===== config.mk =====
export PLATFORM = sky130hd
export DESIGN_NAME = mbist_controller
export DESIGN_NICKNAME = d
export VERILOG_FILES = /design/src/rtl/mbist_pkg.sv /design/src/rtl/mbist_sram_mux.sv /design/src/rtl/mbist_controller.sv
export SDC_FILE = /design/constraint.sdc
export NUM_CORES = 1
export LEC_CHECK = 0
export BUFFER_PORTS_ARGS = -buffer_cell sky130_fd_sc_hd__buf_2
export CELL_PAD_IN_SITES_DETAIL_PLACEMENT = 0
export CELL_PAD_IN_SITES_GLOBAL_PLACEMENT = 1
export CORE_AREA = 4 4 84 86
export DETAILED_ROUTE_END_ITERATION = 16
export DIE_AREA = 0 0 88 90
export HOLD_SLACK_MARGIN = 0.12
export PLACE_DENSITY_LB_ADDON = 0.08
export SYNTH_ARGS = -nofsm -noshare
export SYNTH_HDL_FRONTEND = slang
export SYNTH_HIERARCHICAL = 1
export SYNTH_SLANG_ARGS = --single-unit

===== constraint.sdc =====
create_clock -name clk -period 2.3 [get_ports clk]
set_input_delay 0.46 -clock clk [delete_from_list [all_inputs] [get_ports clk]]
set_output_delay 0.46 -clock clk [all_outputs]
set_load 0.005 [all_outputs]

===== src/rtl/mbist_pkg.sv =====
// ---------------------------------------------------------------------------
// mbist_pkg
// Shared definitions for the March C- memory BIST controller:
//   - mbist_state_t : controller FSM state encoding
//   - NUM_ELEM      : number of March elements (E0..E5)
//   - ELEM_*        : per-element constant tables, bit e describes element e
//   - BG0 / BG1     : solid data backgrounds
//   - first_op()    : entry state of an element (read first, or write only)
// ---------------------------------------------------------------------------
package mbist_pkg;

    typedef enum logic [2:0] {
        IDLE,
        RD_ISSUE,
        RD_CMP,
        WR,
        DONE
    } mbist_state_t;

    localparam int NUM_ELEM = 6;

    localparam logic [7:0] BG0 = 8'h00;
    localparam logic [7:0] BG1 = 8'hFF;

    // March C-:  E0 up(w0)  E1 up(r0,w1)  E2 up(r1,w0)
    //            E3 dn(r0,w1)  E4 dn(r1,w0)  E5 up(r0)
    // Bit e of each table belongs to element e.
    localparam logic [NUM_ELEM-1:0] ELEM_UP     = 6'b100111; // 1 = ascending addresses
    localparam logic [NUM_ELEM-1:0] ELEM_HAS_RD = 6'b111110;
    localparam logic [NUM_ELEM-1:0] ELEM_HAS_WR = 6'b011111;
    localparam logic [NUM_ELEM-1:0] ELEM_RD_ONE = 6'b010100; // read expects BG1
    localparam logic [NUM_ELEM-1:0] ELEM_WR_ONE = 6'b001010; // write uses BG1

    // An element starts each address with its read if it has one.
    function automatic mbist_state_t first_op(input logic [2:0] elem);
        return ELEM_HAS_RD[elem] ? RD_ISSUE : WR;
    endfunction

endpackage


===== src/rtl/mbist_sram_mux.sv =====
// ---------------------------------------------------------------------------
// mbist_sram_mux
// Combinational 2:1 selection of the SRAM pins. While busy the BIST
// controller owns the port, otherwise the functional port passes straight
// through with no register stage.
// Ports:
//   busy                       select (1 = controller)
//   sys_ramaddr/ramin/rwbar/cs functional request
//   ctl_ramaddr/ramin/rwbar/cs controller request
//   ramaddr/ramin/rwbar/cs     SRAM pins
// ---------------------------------------------------------------------------
module mbist_sram_mux #(
    parameter int ADDR_W = 6,
    parameter int DATA_W = 8
) (
    input  logic              busy,
    input  logic [ADDR_W-1:0] sys_ramaddr,
    input  logic [DATA_W-1:0] sys_ramin,
    input  logic              sys_rwbar,
    input  logic              sys_cs,
    input  logic [ADDR_W-1:0] ctl_ramaddr,
    input  logic [DATA_W-1:0] ctl_ramin,
    input  logic              ctl_rwbar,
    input  logic              ctl_cs,
    output logic [ADDR_W-1:0] ramaddr,
    output logic [DATA_W-1:0] ramin,
    output logic              rwbar,
    output logic              cs
);

    assign ramaddr = busy ? ctl_ramaddr : sys_ramaddr;
    assign ramin   = busy ? ctl_ramin   : sys_ramin;
    assign rwbar   = busy ? ctl_rwbar   : sys_rwbar;
    assign cs      = busy ? ctl_cs      : sys_cs;

endmodule


===== src/rtl/mbist_controller.sv =====
// ---------------------------------------------------------------------------
// mbist_controller
// March C- built-in self-test for a single-port SRAM (default 64x8) using
// solid 00/FF backgrounds. On start it takes over the SRAM port, runs the
// six March elements and reports pass/fail plus the first failing address
// and read data. When not busy the functional port drives the SRAM.
//
// Ports:
//   clk, rst                 clock, synchronous active-high reset
//   start                    run request (ignored while busy)
//   sys_ramaddr/ramin/rwbar/cs  functional SRAM request
//   ramout                   SRAM read data
//   ramaddr/ramin/rwbar/cs   SRAM pins
//   busy, done, fail         status (done and fail held until start/rst)
//   fail_addr, fail_data     first miscompare address / read value
//   err_count                (MBIST_DIAG_EN only) saturating miscompare count
//
// Build option MBIST_DIAG_EN: run to completion counting every miscompare.
// Without it the run stops at the first miscompare.
// ---------------------------------------------------------------------------
module mbist_controller
    import mbist_pkg::*;
#(
    parameter int ADDR_W = 6,
    parameter int DATA_W = 8
) (
    input  logic              clk,
    input  logic              rst,
    input  logic              start,
    input  logic [ADDR_W-1:0] sys_ramaddr,
    input  logic [DATA_W-1:0] sys_ramin,
    input  logic              sys_rwbar,
    input  logic              sys_cs,
    input  logic [DATA_W-1:0] ramout,
    output logic [ADDR_W-1:0] ramaddr,
    output logic [DATA_W-1:0] ramin,
    output logic              rwbar,
    output logic              cs,
    output logic              busy,
    output logic              done,
    output logic              fail,
    output logic [ADDR_W-1:0] fail_addr,
    output logic [DATA_W-1:0] fail_data
`ifdef MBIST_DIAG_EN
    ,
    output logic [7:0]        err_count
`endif
);

    localparam logic [ADDR_W-1:0] ADDR_MAX = '1;
    localparam logic [2:0]        LAST_ELEM = 3'(NUM_ELEM - 1);

    mbist_state_t      state;
    logic [2:0]        elem;
    logic [ADDR_W-1:0] addr_cnt;

    // Controller-side SRAM request, decoded from registered state.
    logic [ADDR_W-1:0] ctl_ramaddr;
    logic [DATA_W-1:0] ctl_ramin;
    logic              ctl_rwbar;

    // Where to go after the last operation at the current address.
    mbist_state_t      adv_state;
    logic [2:0]        adv_elem;
    logic [ADDR_W-1:0] adv_addr;
    logic              adv_finish;

    logic [DATA_W-1:0] exp_data;
    logic              miscompare;
    logic              abort;

    assign ctl_ramaddr = addr_cnt;
    assign ctl_ramin   = {DATA_W{ELEM_WR_ONE[elem]}};
    assign ctl_rwbar   = (state != WR);
    assign exp_data    = {DATA_W{ELEM_RD_ONE[elem]}};
    assign miscompare  = (ramout != exp_data);

`ifdef MBIST_DIAG_EN
    assign abort = 1'b0;
`else
    assign abort = miscompare;
`endif

    // NOTE: every output of this block gets a default first, so no path
    // through the ifs leaves a variable unassigned (which would infer a latch).
    always_comb begin
        adv_state  = first_op(elem);
        adv_elem   = elem;
        adv_addr   = addr_cnt;
        adv_finish = 1'b0;
        if ((ELEM_UP[elem] && addr_cnt == ADDR_MAX) ||
            (!ELEM_UP[elem] && addr_cnt == '0)) begin
            if (elem == LAST_ELEM) begin
                adv_state  = DONE;
                adv_finish = 1'b1;
            end else begin
                adv_elem  = elem + 3'd1;
                adv_addr  = ELEM_UP[elem + 3'd1] ? '0 : ADDR_MAX;
                adv_state = first_op(elem + 3'd1);
            end
        end else begin
            adv_addr = ELEM_UP[elem] ? addr_cnt + 1'b1 : addr_cnt - 1'b1;
        end
    end

    // NOTE: sequential state uses non-blocking assignments only, so every
    // register samples values from before this edge regardless of order.
    always_ff @(posedge clk) begin
        if (rst) begin
            state     <= IDLE;
            elem      <= '0;
            addr_cnt  <= '0;
            busy      <= 1'b0;
            done      <= 1'b0;
            fail      <= 1'b0;
            fail_addr <= '0;
            fail_data <= '0;
`ifdef MBIST_DIAG_EN
            err_count <= '0;
`endif
        end else begin
            case (state)
                IDLE, DONE: begin
                    if (start) begin
                        state     <= first_op(3'd0);
                        elem      <= '0;
                        addr_cnt  <= '0;
                        busy      <= 1'b1;
                        done      <= 1'b0;
                        fail      <= 1'b0;
                        fail_addr <= '0;
                        fail_data <= '0;
`ifdef MBIST_DIAG_EN
                        err_count <= '0;
`endif
                    end
                end

                RD_ISSUE: state <= RD_CMP;

                RD_CMP: begin
                    // Only the first miscompare of a run is captured.
                    if (miscompare && !fail) begin
                        fail      <= 1'b1;
                        fail_addr <= addr_cnt;
                        fail_data <= ramout;
                    end
`ifdef MBIST_DIAG_EN
                    if (miscompare && err_count != 8'hFF)
                        err_count <= err_count + 8'd1;
`endif
                    if (abort) begin
                        state <= DONE;
                        busy  <= 1'b0;
                        done  <= 1'b1;
                    end else if (ELEM_HAS_WR[elem]) begin
                        state <= WR;
                    end else begin
                        state    <= adv_state;
                        elem     <= adv_elem;
                        addr_cnt <= adv_addr;
                        if (adv_finish) begin
                            busy <= 1'b0;
                            done <= 1'b1;
                        end
                    end
                end

                WR: begin
                    state    <= adv_state;
                    elem     <= adv_elem;
                    addr_cnt <= adv_addr;
                    if (adv_finish) begin
                        busy <= 1'b0;
                        done <= 1'b1;
                    end
                end

                default: state <= IDLE;
            endcase
        end
    end

    mbist_sram_mux #(
        .ADDR_W(ADDR_W),
        .DATA_W(DATA_W)
    ) u_mux (
        .busy        (busy),
        .sys_ramaddr (sys_ramaddr),
        .sys_ramin   (sys_ramin),
        .sys_rwbar   (sys_rwbar),
        .sys_cs      (sys_cs),
        .ctl_ramaddr (ctl_ramaddr),
        .ctl_ramin   (ctl_ramin),
        .ctl_rwbar   (ctl_rwbar),
        .ctl_cs      (1'b1),
        .ramaddr     (ramaddr),
        .ramin       (ramin),
        .rwbar       (rwbar),
        .cs          (cs)
    );

endmodule


======== Yosys cells after proc, flatten, opt, wreduce, memory -nomap -nowiden ========
Memory sizes are Yosys's and may differ from the RTL's. A register that Yosys moved wholly into a read port is not among the register bits.
Index checks and enable logic that the tools add are counted.
storage, ports and cells
  logic and storage cells ................. 109
  bits in registers ....................... 29
  bits in read-only memories .............. 56
  output and inout bits ................... 33
  input port bits ......................... 27
  memories ................................ 7
  memory bits (writable) .................. 0
  latch bits .............................. 0
memory list
  name              words  width  read ports  clocked after Yosys merged registers in  write ports  line                     text
  (name not given)  8      1      1           1                                        0            mbist_controller.sv:156  end else if (ELEM_HAS_WR[elem]) begin
  (name not given)  8      1      1           1                                        0            mbist_controller.sv:102  adv_addr = ELEM_UP[elem] ? addr_cnt + 1'b1 : addr_cnt - 1'b1;
  (name not given)  8      1      1           0                                        0            mbist_pkg.sv:36          return ELEM_HAS_RD[elem] ? RD_ISSUE : WR;
  (name not given)  8      1      1           0                                        0            mbist_controller.sv:98   adv_addr = ELEM_UP[elem + 3'd1] ? '0 : ADDR_MAX;
  (name not given)  8      1      1           1                                        0            mbist_pkg.sv:36
  (name not given)  8      1      1           1                                        0            mbist_controller.sv:75   assign exp_data = {DATA_W{ELEM_RD_ONE[elem]}};
  +1 memories       n/a    n/a    n/a         n/a                                      n/a          n/a
cells by class
  magnitude comparators ................... 2
  shift operators ......................... 0
  reduce and logical (&&, ||, !) cells .... 14
  bitwise logic cells ..................... 0
  muxes and demuxes ....................... 62
  add/subtract/negate cells ............... 3
  equality and inequality tests ........... 13
  divide/modulo/power cells ............... 0
  multipliers ............................. 0
operator list
  operator             number
  $mux 3               20
  $mux 6               9
  $mux 8               3
  $mux 1               20
  $pmux 6 s3           1
  $pmux 8 s2           1
  $pmux 3 s4           1
  $pmux 6 s2           1
  $pmux 3 s3           1
  $lt 3x4->1 const B   2
  $ne 2x2->1 const B   4
  $ne 8x8->1           1
  $add 6x1->6 const B  1
  $eq 3x2->1 const B   2
  $eq 3x3->1 const B   2
  $eq 6x6->1 const B   1
  $logic_not 6->1      1
  $pmux 1 s3           2
  $reduce_and 3->1     2
  $sub 6x1->6 const B  1
  $mux 2               2
  $reduce_and 4->1     1
  $add 3x1->3 const B  1
  $eq 3x1->1 const B   1
  10 further kinds     13

======== Depth between registers and ports, before layout ========
Gate-level depths: netlist of run 1.
  depth after elaboration ................. 11
  mapped depth ............................ 9
  gate-level depth less buffers ........... 8

======== Modules after synthesis ========
The synthesis of run 1 kept the hierarchy.
modules (own cells, without submodules)
  module            area each (µm²)  cells each  times used  sequential area each (µm²)
  mbist_controller  1900.6           214         1           680.7
  mbist_sram_mux    249.0            18          1           0.0

======== Least setup slack after synthesis of run 1 ========
No wires, ideal clock.
  path kind ............................... input to register
  from .................................... input ramout[2]
  to ...................................... register with a tool-made name
  cell stages on the path ................. 7
  library setup time ...................... 0.127 ns
  data required time ...................... 2.173 ns
  path buffers ............................ 1
  arrival ................................. 2.099 ns
  slack ................................... 0.074 ns
  cell sequence ........................... or4_4 -> nor4_4 -> o31a_1 -> buf_6 -> a21o_2 -> nand2_1 -> or3_1
RTL lines
  element             line                    text
  start: declaration  mbist_controller.sv:34  input logic [DATA_W-1:0] ramout,

==> results by group, run 1 <==
Synth
  • Synth Instances: 232
  • Distinct cells, synth: just over 60
  • Post-synthesis async set-or-reset flop share: 0%
  • Ys Warns: 6
  • Post-synthesis net count: about 270
  • Seq/Total Area, Yosys: a little under a third
  • Number of synthesized register bits: 34
  • Mapped Area: ~2100 µm²
  • Post-synth EDFFs: 0
  • Synth Area per Inst: roughly 9 µm²
  • Synth Flop Type: dfxtp_1

Pwr
  • Sw Share: 33.8%
  • Maximum vdd ir drop: approximately 0.00040 V
  • Pwr dens: 759 nW/µm²
  • Logic gate share of total power: between 40% and 50%
  • Internal: around 1.4 mW
  • LEAKAGE: around 1.4 nW
  • Total Power: between 2 and 2.5 mW
  • Psw: roughly 0.73 mW
  • Power share of the clock group: between 20% and 30%
  • Sequential power share: between 30% and 40%

Drt
  • Antenna Nets Post-Route: 0
  • DRC: 0
  • 1st-pass router iterations: 4
  • DR vias: slightly above 2000
  • Routed wire length: between 5000 and 6000 µm
  • DRT iter0 DRCs: 63
  • Wire length per cell: about 14 µm
  • Vias per cell: 5.07

Setup path
  • Worst setup SP type: input port
  • R2R Path End: addr_cnt[5]
  • Reg2Reg Depth: 7
  • Critical path class: in -> reg
  • Critical path, cell by cell: buf_2 > or4_4 > nor4_4 > o31a_1 > buf_4 > nand4b_1 > nand2_1 > nor3b_1
  • Maximum fanout along the worst path: 7
  • Arrival @ worst endpoint: 2400 ps
  • Slowest CP cell: or4_4
  • CP peak stage delay: approximately 530 ps
  • CP bufs+invs: 2
  • RR Startpoint: addr_cnt[1]
  • R2r setup slk: around 190 ps
  • Worst EP required: 2490 ps
  • Setup crit end kind: flop
  • CP top delay family: simple AND/OR/NAND/NOR gates

Min path
  • Worst hold stages: 1
  • Hold Path Sink: fail_addr[3]
  • Hold path start: fail_addr[3]
  • Hold Path Class: reg -> reg

Cells and area
  • Multi-input gate area: roughly 1400 µm²
  • Nets: 356
  • Commonest non-fill, non-tap cell in the layout: buf_2
  • P&R area growth vs syn: 32.5%
  • Fraction of layout instances using a drive strength above 1: 40.2%
  • Antenna diodes: 0
  • Fillers: roughly 640
  • Storage cell area: ~680 µm²
  • Most frequent cells in the layout: buf_2, dfxtp_1, buf_4

Placed design
  • RD Place Congestion: approximately 0.8
  • Dpl hpwl: ~4500 µm
  • # port buffers: about 60
  • Place WS: -308 ps

STA
  • Pins Over Slew Limit: 0
  • Hold Vio Cnt, Final: 0
  • PnR worst setup slack: about 94 ps
  • Slew @ Worst Pin: 570 ps
  • Final Cycle Share: 95.9%
  • Setup_tns: 0 ps
  • Relative slew slack: 61.9%
  • Hold_ws: roughly 470 ps
  • Fin crit period: between 2000 and 2500 ps
  • Setup-failing EPs final: 0
  • Peak Freq: about 450 MHz
  • Final clock skew: ~11 ps
  • RSZ-0062 raised after global routing: false

GRT
  • Initial antenna violation count: 0
  • First-pass GRT wire length: 9340 µm
  • Gr usage total: between 10% and 20%
  • Total congestion overflow: 0
  • Vias in the first global route: just under 2000
  • Largest net degree at the start of global routing: 17

Die
  • Initial Util: between 30% and 40%
  • Cell row count: 29
  • Core area: around 6300 µm²
  • Die Y: 90 µm
  • I/O Pins: 60
  • Die area: 7920 µm²
  • Die W: 88 µm

CTS
  • Hold Buf Count CTS: 0
  • Clk slew on worst S/H paths: about 80 ps
  • CTS Sinks: 34
  • TritonCTS buffer count: 5
  • CTS tree: done
  • Root Driver: clkbuf_8
  • Htree depth: 2
  • Clock latency at the later pin of the worst-skew pair: ~290 ps
  • CTS Buffer Depth: 2

Flow run
  • Max-cap viol count: 0

Run status
  • Outcome: finished, final reports clean
==> metrics by stage <==
stage	utilization, %	area (µm²)	instances
after floorplan	-	2150	232
after global placement	43.2	2710	388
after detailed placement	43.2	2710	388
after CTS	45.1	2830	396
after global routing	45.4	2850	398
final	45.4	2850	398
==> state kept, by name (all words and copies together), names as in the netlist, named ones only <==
signal and count:
busy 1, fail_data 8, elem 3, fail_addr 6, state 3, fail 1, exp_data 1, done 1
ctl_ramin 1, addr_cnt 6
==> cells in the mapped netlist, types with 2 or more instances <==
| master | n | share of area (%) |
|---|---|---|
| a211oi_1 | 7 | 2.4 |
| a21boi_0 | 2 | 0.70 |
| a21o_1 | 3 | 1.0 |
| a21oi_1 | 11 | 2.6 |
| a22o_1 | 15 | 6.1 |
| and2_1 | 3 | 0.87 |
| and3_1 | 4 | 1.2 |
| and3_2 | 2 | 0.70 |
| buf_2 | 2 | 0.47 |
| buf_4 | 2 | 0.70 |
| buf_6 | 2 | 1.0 |
| clkbuf_1 | 6 | 1.0 |
| dfxtp_1 | 34 | 32 |
| ha_1 | 8 | 4.7 |
| inv_1 | 8 | 1.4 |
| mux2_2 | 6 | 3.1 |
| mux2_4 | 10 | 7.0 |
| mux2i_1 | 6 | 2.8 |
| nand2_1 | 16 | 2.8 |
| nand3_1 | 3 | 0.70 |
| nand4_1 | 2 | 0.58 |
| nand4b_1 | 2 | 0.82 |
| nor2_1 | 14 | 2.4 |
| nor2b_1 | 3 | 0.87 |
| nor3_1 | 4 | 0.93 |
| o21a_1 | 2 | 0.70 |
| o21ai_0 | 12 | 2.8 |
| o22ai_1 | 2 | 0.58 |
| o31ai_1 | 2 | 0.70 |
| or3_1 | 6 | 1.7 |
| xnor2_1 | 2 | 0.82 |
==> worst reg2reg max path, stage by stage, from the launching register on <==
cell	delay, ps
dfxtp_1	500
ha_1	300
a211oi_1	320
o21bai_1	120
a21oi_1	260
mux2i_1	240
a21boi_1	80
o22a_1	200
==> how the worst max path moves through the flow <==
stage              start      endpoint  slack, ps  depth (start not counted)
2_1_floorplan  ramout[2]          flop         70                          7
3_3_place_gp   ramout[2]  ctl_ramin[0]       -260                          7
3_5_place_dp   ramout[3]  fail_data[2]       -310                          8
4_1_cts        ramout[2]  ctl_ramin[0]         10                          7
5_1_grt        ramout[2]          flop         30                          8
6_report       ramout[2]  ctl_ramin[0]         90                          8
==> layer usage <==
metal	routed length, µm	GRT usage (%)	up-vias	part of all wire, %
met2	2530	22.3	39	45
li1	-	-	1037	-
met4	83	3.96	0	1.5
met1	2760	20.0	932	49
met5	0	0	-	0
met3	288	2.93	9	5.1
==> what timing repair did <==
item                       4_1_cts  5_1_grt
pin swaps                        0        1
gates cloned                     0        0
resized for setup                1        0
setup endpoints to repair       12        7
setup buffers                    0        2
==> final cells by class <==
class	instances	share of cell area [%]
multi-input combinational	177	47.6
sequential	34	23.9
timing repair buffer	94	20.0
tap	77	3.38
clock buffer	5	2.42
clock inverter	3	1.58
inverter	8	1.05
==> kinds of logic (layout without fill, tap and decap cells) <==
family	after synthesis	after routing	synth area share [%]
muxes	22	22	12.9
adders and majority gates	9	9	5.59
xor gates and xnor gates	2	2	0.815
buffers and inverters	21	110	5.59
and+or+nand+nor	72	72	19.3
AOI/OAI and AO/OA	71	71	24.0
other	1	1	0.174
DFF	34	34	31.7
==> power by group through the flow <==
stage          clock, mW  sequential [mW]  combinational (mW)
5_1_grt            0.593            0.733               0.980
3_5_place_dp           0            0.734               0.847
4_1_cts            0.576            0.722               0.864
3_3_place_gp           0            0.737               0.853
6_report           0.555            0.722               0.886
2_1_floorplan          0            0.709               0.581
No activity file was read; power rests on OpenSTA's default activity.
==> run 2: changes to the inputs <==
==> constraint.sdc (replaced) <==
create_clock -name clk -period 2.3 [get_ports clk]
set_input_delay 0 -clock clk [delete_from_list [all_inputs] [get_ports clk]]
set_output_delay 0 -clock clk [all_outputs]
set_load 0.005 [all_outputs]
==> results by group, run 2 (synthesized netlist as in run 1, its figures left out) <==
Drt
  • Wire length per cell: 14.4 µm (+1.3%)
  • Vias per cell: 5.22 (+3.1%)
  • DRC: 0 (unchanged)
  • 1st-pass router iterations: 5 (+1)
  • DRT iter0 DRCs: 77 (+22%)
  • DR vias: 2027 (+0.50%)
  • Antenna Nets Post-Route: 0 (unchanged)
  • Routed wire length: 5590 µm (-1.3%)

GRT
  • Total congestion overflow: 0 (unchanged)
  • First-pass GRT wire length: 9370 µm (+0.30%)
  • Largest net degree at the start of global routing: 17 (unchanged)
  • Gr usage total: 14.6% (+0.21 points)
  • Vias in the first global route: 1908 (-3.3%)
  • Initial antenna violation count: 0 (unchanged)

Pwr
  • Pwr dens: 734 nW/µm² (-3.3%)
  • Maximum vdd ir drop: 0.000535 V (+33%)
  • Total Power: 2.03 mW (-6.3%)
  • LEAKAGE: 1.30 nW (-4.5%)

STA
  • Final clock skew: 8.41 ps (-2.18 ps)
  • Peak Freq: 467 MHz (+3.0%)
  • Pins Over Slew Limit: 0 (unchanged)
  • Hold Vio Cnt, Final: 0 (unchanged)
  • RSZ-0062 raised after global routing: false
  • Relative slew slack: 62.5% (+0.59 points)
  • Fin crit period: 2140 ps (-64.2 ps)
  • Setup_tns: 0 ps (unchanged)
  • Slew @ Worst Pin: 561 ps (-8.86 ps)
  • Setup-failing EPs final: 0 (unchanged)
  • Final Cycle Share: 93.1% (-2.8 points)

Min path
  • Worst hold stages: 4 (+3)
  • Hold Path Sink: fail_data[1]
  • Hold path start: ramout[1]
  • Hold Path Class: in -> reg

Setup path
  • R2R Path End: addr_cnt[5]
  • Setup crit end kind: flop
  • Maximum fanout along the worst path: 8 (+1)
  • R2r setup slk: 160 ps (-30 ps)
  • Reg2Reg Depth: 8 (+1)
  • Worst setup SP type: flop
  • Critical path class: reg -> reg
  • Worst EP required: 2470 ps (-20 ps)
  • Arrival @ worst endpoint: 2320 ps (-80 ps)

Placed design
  • Placed cell area: 2570 µm² (-5.2%)
  • # port buffers: 59 (unchanged)
  • Placed insts: 371 (-4.4%)
  • RD Place Congestion: 0.819 (+1.3%)
  • Dpl hpwl: 4330 µm (-3.4%)

CTS
  • TritonCTS buffer count: 5 (unchanged)
  • Clk slew on worst S/H paths: 80 ps (about the same)
  • Htree depth: 2 (unchanged)
  • Clock latency at the later pin of the worst-skew pair: 280 ps (about the same)
  • CTS tree: done
  • Root Driver: clkbuf_8
  • CTS Sinks: 34 (unchanged)
  • CTS Buffer Depth: 2 (unchanged)

Cells and area
  • P&R area growth vs syn: 28.4%
  • Non-Filler Instances: 388 (-2.5%)
  • Largest register by flop count: fail_data
  • Commonest non-fill, non-tap cell in the layout: buf_2
  • Post-route design area: 2760 µm² (-3.1%)
  • Fraction of layout instances using a drive strength above 1: 36.0% (-4.2 points)
  • Max FFs per register: 8 (unchanged)
  • Fin util: 44.0% (-1.4 points)
  • Largest registers: fail_data x8, addr_cnt x6, fail_addr x6
  • Antenna diodes: 0 (unchanged)
  • Nets: 346 (-2.8%)
  • Most frequent cells in the layout: buf_2, dfxtp_1, buf_4
  • Fillers: 626 (-2.6%)

Die
  • Die area: 7920 µm² (unchanged)
  • Core area: 6280 µm² (unchanged)
  • Die Y: 90 µm (unchanged)
  • I/O Pins: 60 (unchanged)
  • Initial Util: 34.2% (unchanged)
  • Die W: 88 µm (unchanged)
  • Cell row count: 29 (unchanged)

Flow run
  • Max-cap viol count: 0 (unchanged)

Run status
  • Outcome: finished, final reports clean
## run 2: cell count changes in the layout (fill, tap and decap cells not counted), moves of 2 or more
cell / delta
dlygate4sd3_1: +8
clkinvlp_4: -2
buf_4: -17
dfxtp_2: +2
dfxtp_1: -2
## run 2: area by class of cell
cell class / instances / area, µm² / area share (%)
well taps: 77 / 96.3 / 3.49
clock buffers: 7 / 86.3 / 3.13
inverters: 8 / 30.0 / 1.09
clock inverters: 1 / 5.00 / 0.181
repair buffers: 84 / 503 / 18.2
flip-flops and latches: 34 / 683 / 24.8
multi-input cells: 177 / 1360 / 49.1
## run 2: worst max-delay path, stage by stage, from the launching register on
cell	delay [ps]
dfxtp_2	400
inv_1	120
ha_1	300
a211oi_1	310
o21bai_1	120
a21oi_1	280
mux2i_1	230
a21boi_1	80
o22a_1	200
## run 2: routing by layer
metal / wire length [µm] / part of all wire, % / vias up / global-route usage [%]
li1: - / - / 1020 / -
met1: 2810 / 50 / 959 / 21.0
met2: 2460 / 44 / 44 / 22.4
met3: 286 / 5.1 / 4 / 2.74
met4: 36 / 0.64 / 0 / 3.07
met5: 0 / 0 / - / 0
## run 2: report_power, final
group          internal (mW)  switching (mW)
combinational          0.421           0.421
clock                  0.242           0.220
sequential             0.654          0.0683
total                   1.32           0.709
## run 2: worst max-delay path by stage
| stage | from | cells after the start | to | slack (ps) |
|---|---|---|---|---|
| after floorplan | state[0] | 9 | flop | 240 |
| after global placement | state[0] | 7 | ctl_ramin[0] | -40 |
| after detailed placement | flop | 8 | addr_cnt[5] | 50 |
| after CTS | ramout[6] | 8 | fail_data[2] | 10 |
| after global routing | flop | 8 | addr_cnt[5] | 4 |
| final | flop | 8 | addr_cnt[5] | 160 |
## run 2: through the flow
stage,hold WS [ps],setup slack [ps]
after floorplan,122,239
after global placement,249,-42.1
after detailed placement,251,46.8
after CTS,145,9.76
after global routing,179,3.64
final,151,158
## run 2: repair_timing
action,in CTS,in global routing
hold buffers,8,0
endpoints found under the setup margin,0,15
endpoints found under the hold margin,12,0
buffers inserted,0,1
gates resized for setup,0,4
